[src/rtl/simon_pkg.sv]
// simon_pkg: shared modes, LED encodings, sizes and pattern helpers for the SIMON game.
package simon_pkg;
    localparam int MEM_DEPTH = 64;
    localparam int PATTERN_W = 4;
    localparam int IDX_W     = 6;

    localparam logic [IDX_W:0]   CNT_ONE  = (IDX_W+1)'(1);
    localparam logic [IDX_W:0]   CNT_FULL = (IDX_W+1)'(MEM_DEPTH);
    localparam logic [IDX_W-1:0] IDX_ONE  = IDX_W'(1);

    typedef enum logic [1:0] {
        M_INPUT,
        M_PLAYBACK,
        M_REPEAT,
        M_DONE
    } mode_e;

    localparam logic [2:0] LED_INPUT    = 3'b001;
    localparam logic [2:0] LED_PLAYBACK = 3'b010;
    localparam logic [2:0] LED_REPEAT   = 3'b100;
    localparam logic [2:0] LED_DONE     = 3'b111;

    function automatic logic [2:0] mode_led(input mode_e m);
        return m == M_INPUT    ? LED_INPUT    :
               m == M_PLAYBACK ? LED_PLAYBACK :
               m == M_REPEAT   ? LED_REPEAT   : LED_DONE;
    endfunction

    function automatic logic is_onehot(input logic [PATTERN_W-1:0] p);
        return p != '0 && (p & (p - PATTERN_W'(1))) == '0;
    endfunction
endpackage

[src/rtl/simon_mem.sv]
// simon_mem: 64x4 sequence store, synchronous write and asynchronous read.
module simon_mem
    import simon_pkg::*;
(
    input  logic                 clk_i,
    input  logic                 we_i,
    input  logic [IDX_W-1:0]     waddr_i,
    input  logic [PATTERN_W-1:0] wdata_i,
    input  logic [IDX_W-1:0]     raddr_i,
    output logic [PATTERN_W-1:0] rdata_o
);
    logic [PATTERN_W-1:0] mem_q [MEM_DEPTH];

    always_ff @(posedge clk_i) begin
        if (we_i) mem_q[waddr_i] <= wdata_i;
    end

    assign rdata_o = mem_q[raddr_i];
endmodule

[src/rtl/simon.sv]
// simon: memory-game controller (input, playback, repeat, done) with counters and comparator.
// Define SIMON_LEVEL_EN to enforce one-hot patterns at the easy level.
module simon
    import simon_pkg::*;
(
    input  logic                 pclk,
    input  logic                 rst,
    input  logic                 level,
    input  logic [PATTERN_W-1:0] pattern,
    output logic [PATTERN_W-1:0] pattern_leds,
    output logic [2:0]           mode_leds
);
    mode_e                mode_q, mode_d;
    logic [IDX_W:0]       count_q, count_d;
    logic [IDX_W-1:0]     idx_q, idx_d;
    logic [PATTERN_W-1:0] rd_data;
    logic                 legal, last, we;

`ifdef SIMON_LEVEL_EN
    logic level_q;
    always_ff @(posedge pclk) begin
        if (!rst) level_q <= level;
    end
    assign legal = level_q || is_onehot(pattern);
`else
    logic unused_level;
    assign unused_level = level;
    assign legal = 1'b1;
`endif

    simon_mem u_mem (
        .clk_i   (pclk),
        .we_i    (we),
        .waddr_i (count_q[IDX_W-1:0]),
        .wdata_i (pattern),
        .raddr_i (idx_q),
        .rdata_o (rd_data)
    );

    // count is 1..64 whenever idx is walked, so count-1 never underflows here
    assign last = {1'b0, idx_q} == count_q - CNT_ONE;

    always_comb begin
        mode_d  = mode_q;
        count_d = count_q;
        idx_d   = idx_q;
        we      = 1'b0;
        case (mode_q)
            M_INPUT: begin
                if (legal) begin
                    we      = 1'b1;
                    count_d = count_q + CNT_ONE;
                    idx_d   = '0;
                    mode_d  = M_PLAYBACK;
                end
            end
            M_PLAYBACK: begin
                idx_d  = last ? '0 : idx_q + IDX_ONE;
                mode_d = last ? M_REPEAT : M_PLAYBACK;
            end
            M_REPEAT: begin
                if (pattern != rd_data) begin
                    idx_d  = '0;
                    mode_d = M_DONE;
                end else if (last) begin
                    idx_d  = '0;
                    mode_d = count_q == CNT_FULL ? M_DONE : M_INPUT;
                end else begin
                    idx_d = idx_q + IDX_ONE;
                end
            end
            M_DONE: idx_d = last ? '0 : idx_q + IDX_ONE;
        endcase
    end

    always_ff @(posedge pclk) begin
        if (!rst) begin
            mode_q  <= M_INPUT;
            count_q <= '0;
            idx_q   <= '0;
        end else begin
            mode_q  <= mode_d;
            count_q <= count_d;
            idx_q   <= idx_d;
        end
    end

    assign pattern_leds = (mode_q == M_PLAYBACK || mode_q == M_DONE) ? rd_data : pattern;
    assign mode_leds    = mode_led(mode_q);
endmodule

[config.mk]
export PLATFORM = sky130hd
export DESIGN_NAME = simon
export DESIGN_NICKNAME = d
export VERILOG_FILES = /design/src/rtl/simon_pkg.sv /design/src/rtl/simon_mem.sv /design/src/rtl/simon.sv
export SDC_FILE = /design/constraint.sdc
export NUM_CORES = 1
export LEC_CHECK = 0
export ABC_AREA = 1
export CAP_MARGIN = 20
export CORE_AREA = 10 10 152 154
export CTS_CLUSTER_SIZE = 25
export DETAILED_ROUTE_END_ITERATION = 8
export DIE_AREA = 0 0 162 164
export HOLD_SLACK_MARGIN = 0.08
export PLACE_DENSITY = 0.76
export SLEW_MARGIN = 20
export SYNTH_ARGS = -nofsm -noshare
export SYNTH_HDL_FRONTEND = slang
export SYNTH_HIERARCHICAL = 1
export SYNTH_SLANG_ARGS = --single-unit
[constraint.sdc]
create_clock -name pclk -period 3 [get_ports pclk]
set_input_delay 0.6 -clock pclk [delete_from_list [all_inputs] [get_ports pclk]]
set_output_delay 0.6 -clock pclk [all_outputs]
set_load 0.005 [all_outputs]
### After elaboration in Yosys (flattened, before gate mapping)

Memory sizes are Yosys's and may differ from the RTL's. A register that Yosys moved wholly into a read port is not among the register bits.
Index checks and enable logic that the tools add are counted.

| storage, ports and cells | value |
|---|---|
| memories kept | 1 |
| output and inout bits | 7 |
| register bits | 15 |
| memory bits (writable) | 256 |
| input port bits | 7 |
| logic and storage cells | 35 |

| operators by class | value |
|---|---|
| $add $sub $neg | 3 |
| reduce and logical (&&, ||, !) cells | 5 |
| equal/unequal tests | 7 |
| multiplexer cells | 16 |

Memory list:

| memory | words | bits a word | read ports | clocked after memory_dff | wr ports | RTL line | RTL |
|---|---|---|---|---|---|---|---|
| u_mem.mem_q | 64 | 4 | 1 | 1 | 1 | simon_mem.sv:12 | `logic [PATTERN_W-1:0] mem_q [MEM_DEPTH];` |

Operator list:

| kind | number |
|---|---|
| $mux W6 | 3 |
| $pmux W6 S3 | 1 |
| $mux W2 | 5 |
| $add A7 B1 Y7 const B | 1 |
| $eq A6 B7 Y1 | 1 |
| $eq A7 B7 Y1 const B | 1 |
| $sub A7 B1 Y7 const B | 1 |
| $add A6 B1 Y6 const B | 1 |
| $mux W3 | 2 |
| $pmux W2 S3 | 1 |
| $eq A2 B2 Y1 const B | 2 |
| $mux W4 | 1 |
| $ne A4 B4 Y1 | 1 |
| $mux W1 | 3 |
| $ne A3 B3 Y1 const B | 1 |
| $reduce_bool A3 Y1 | 1 |
| $eq A2 B1 Y1 const B | 1 |
| $logic_not A2 Y1 | 1 |
| $reduce_and A2 Y1 | 1 |
| $reduce_or A2 Y1 | 1 |
| $logic_or A1 B1 Y1 | 1 |

### Depth between registers and ports, before layout

| logic depth | value |
|---|---|
| word-level depth | 6 |
| mapped depth | 19 |
| depth with buffers taken out | 17 |

### Hierarchy

Netlist, hierarchy kept.

By module, submodules not included:

| module | area an instance (um2) | times used | seq. area each (um2) | cells an instance |
|---|---|---|---|---|
| simon_mem | 10801.6 | 1 | 7687.4 | 944 |
| simon | 1082.3 | 1 | 300.3 | 166 |

### Worst setup path after synthesis

Ideal clock, no wire load.

| path | value |
|---|---|
| path type | reg-to-reg |
| from | register idx_q[0] |
| to | register idx_q[0] |
| library setup time | 140 ps |
| setup slack | 787 ps |
| cell stages (with the launch flop) | 17 |
| data required time | 2860 ps |
| buffers on the path | 2 |
| clock period less this slack | 2213 ps |
| arrival time | 2073 ps |
| path through | dfxtp_1 inv_2 buf_6 buf_6 nand2_1 nand3_1 nand3_1 nand2_1 nand2_1 nand3_1 nand3_1 nand2_1 xnor2_1 nand4_1 nor2_1 o311ai_1 nor2_1 |

| between the ends | value |
|---|---|
| longest elaborated chain between the ends | 4 |
| elaborated cells between the ends (all ways) | 5 |
| classes of those cells | add/sub: 1; eq/ne: 1; mux: 3 |

Ends and longest elaborated chain:

| item | RTL line | RTL |
|---|---|---|
| from (decl) | simon.sv:15 | `logic [IDX_W-1:0] idx_q, idx_d;` |
| from (signal assigned) | simon.sv:84 | `idx_q <= idx_d;` |
| $add A6 B1 Y6 or $eq A6 B7 Y1 (tied branches) | - |  |
| $mux W6 (*) | simon.sv:58, simon.sv:65, simon.sv:72 |  |
| $mux W6 | simon.sv:62 | `if (pattern != rd_data) begin` |
| $pmux W6 S3 (*) | simon.sv:48 | `case (mode_q)` |

Every way passes the cells marked *; elsewhere a longest branch is shown, timed or not.
A chain may end at the register's enable or synchronous reset.

==> metrics.txt <==
clk slew on worst S/H paths around 0.060 ns; Final setup viols 3; placed instance count 1383; clock network power share ~40%; main area contributors after synthesis edfxtp_1 (65%), nand2_1 (11%), nand3_1 (10%); VDD IR max a little under 0.0005 V; post-route clock period utilization 101%; final worst setup slack -0.0426 ns; power per cell area between 500 and 600 nW/um^2; layout cells sized above 1 between 20% and 30%; core footprint about 20000 sq um; first-pass GRT wire length 44.7 mm; failing checks negative setup slack; fill count about 1400; share of flip-flops with an asynchronous set or reset 0%; Worst-Margin Slew around 0.76 ns; post-synthesis sequential area ratio 67.2%; final total power 8.46 mW; switching share of power between 20 and 25%; Avg Cell Area, Syn 10.7 sq um; fmax 0.329 GHz; Clock Sinks approximately 270; Starting Density 59.3%; area share of the largest cell type after synthesis 64.7%; Critical Path RT around 2.4 ns; CP startpoint kind flop; Flop pwr share 49.8%; non-filler cells, final roughly 1400; Hold Path Stages 3; area of the mapped netlist between 10000 and 15000 sq um; Worst Hold Class reg -> reg; Rows 52; total track usage approximately 22%; routability cong. just under 0.9; global route overflow 0; CP Max Fanout 7; combinational group share of total power around 9.8%; Layout area overhead 19.2%; ANT cells 0; RSZ-0062 raised after global routing true; Register Area 7990 sq um; CP endpoint kind output port; nets 1176; Vias ~8500; Internal Power between 6 and 7 mW; Syn Nets 1126; Via-to-Cell Ratio approximately 5.9; largest net degree at the start of global routing 65; vias in the first global route slightly above 8000; I/O pins 14; DR iter-0 viols between 1000 and 1500; initial antenna violation count 0; Synth area leader edfxtp_1; Die X 162 microns; Final Util between 70 and 80%; CTS tree done; Post-synth EDFFs about 260; Worst Clk Skew between 0.015 and 0.02 ns; Die Ht 164 microns; final wirelength ~30 mm; Final Hold Vio Count 0; P_leak about 5.2 nW; Worst Reg-to-Reg Cells 22; Detail Route Antenna Nets 0; Rel. slew slack about half; Yosys Warn Count 6; Post-Syn Instances 1110; DRT Pass-1 Iters 5; pins over their slew limit 0; status finished with violations; die area 26600 sq um; DRC violations left 0; total CTS buffers 27; Post-DP HPWL around 16 mm; Yosys cell types 26; CTS max path bufs 3; Fin Hold WS about 0.57 ns; crit path time final approximately 3 ns; critical setup path kind reg -> out; most common flop cell mapped by yosys edfxtp_1; routed length per instance a little over 20 microns; area of the multi-input gates between 3000 and 4000 sq um; #FFs+latches synth approximately 270; depth of the CTS H-tree 1; Worst Path Arrival approximately 2.4 ns; Psw 1.90 mW; max cap viols 0; clock latency at the later pin of the worst-skew pair between 0.5 and 0.6 ns; PortBufs 12; root buffer cell clkbuf_16
-- cells in the mapped netlist (8+ instances only) --
cell type	n
nor2_1	87
inv_1	29
edfxtp_1	256
clkbuf_1	12
buf_6	23
nand2_1	361
ha_1	9
dfxtp_1	15
buf_2	15
nor4_1	8
nand3_1	239
nand4_1	10
-- path summary, 6_finish.rpt --
check | end | from | slack [ns]
max | pattern_leds[3] | idx_q[0] | -0.04
min | count_q[6] | count_q[6] | 0.57
max reg2reg | mode_q[1] | idx_q[0] | 0.08
min reg2reg | count_q[6] | count_q[6] | 0.57
-- per-stage QoR --
step	TNS (ns)	setup slack [ns]	instance area [sq um]
3_5_place_dp	0	0.158	12400
6_report	-0.102	-0.0426	14200
2_1_floorplan	0	0.787	11900
5_1_grt	-0.424	-0.106	14200
3_3_place_gp	0	0.186	12400
4_1_cts	-0.138	-0.0603	13800
-- worst max-delay path, stage by stage, from the launching register on --
cell,delay [ns]
dfxtp_4,0.42
clkinv_8,0.12
buf_12,0.15
buf_16,0.14
nand2_2,0.06
nand3_2,0.07
nand3_2,0.08
nand2_2,0.07
nand2_2,0.06
nand3_2,0.10
nand3_2,0.13
nand2_2,0.08
mux2_4,0.30
buf_6,0.13
-- cells in the final DEF (no fill, tap or decap), types with 2 or more instances in the layout --
cell,instances
nand3_1,166
nand2_1,324
xor2_1,3
nand3_2,73
inv_1,29
nand4_1,10
buf_2,4
clkbuf_1,5
a21oi_1,5
inv_6,2
buf_4,40
ha_1,9
clkinv_2,4
bufinv_16,5
o21ai_0,2
buf_8,2
clkbuf_16,29
nor3_1,5
buf_6,7
xnor2_1,5
edfxtp_1,256
nor4_1,8
clkdlybuf4s50_1,4
nor2_2,5
inv_2,2
mux2_4,4
buf_16,5
buf_12,13
clkinv_1,5
nand2_2,32
dfxtp_1,12
dfxtp_2,2
nor2_1,85
nand2_4,8
-- flip-flops by register name (all words and copies together) (netlist names) --
signal       cells
count_q          7
u_mem/mem_q    256
idx_q            6
mode_q           2
-- cell families after synthesis --
logic type | after synthesis | synth area share, %
and+or+nand+nor | 718 | 25.8
muxes | 4 | 0.379
AOI/OAI and AO/OA | 10 | 0.463
xor gates and xnor gates | 8 | 0.590
buffers and inverters | 90 | 4.61
adders and majority gates | 9 | 0.948
DFF | 271 | 67.2
-- power by group through the flow --
stage               registers, mW  logic, mW  clock network, mW
floorplan                    4.27      0.420                  0
global placement             4.28      0.652                  0
detailed placement           4.28      0.663                  0
CTS                          4.20      0.781               3.45
global route                 4.21      0.894               3.61
finish                       4.21      0.833               3.42
-- area by class of cell --
class / instances / share of cell area, %
repair inverters: 1 / 0.0618
multi-input cells: 749 / 27.3
well taps: 270 / 2.38
clock inverters: 16 / 1.45
clock buffers: 32 / 4.90
flip-flops and latches: 271 / 56.4
repair buffers: 77 / 6.47
inverters: 33 / 0.980
-- metal layers --
layer / share of wire, % / wire length, microns / track usage, %
met5: 0 / 0 / 0
met4: 3.0 / 890 / 7.44
met3: 9.7 / 2900 / 3.30
met2: 48 / 14500 / 36.2
met1: 39 / 11700 / 28.2
-- what timing repair did --
item | 4_1_cts | 5_1_grt
endpoints found under the setup margin | 4 | 12
pin swaps | 33 | 53
gates cloned | 8 | 3
buffers inserted | 8 | 4
hold buffers | 0 | 0
gates resized for setup | 77 | 97
No activity file was read; power rests on OpenSTA's default activity.
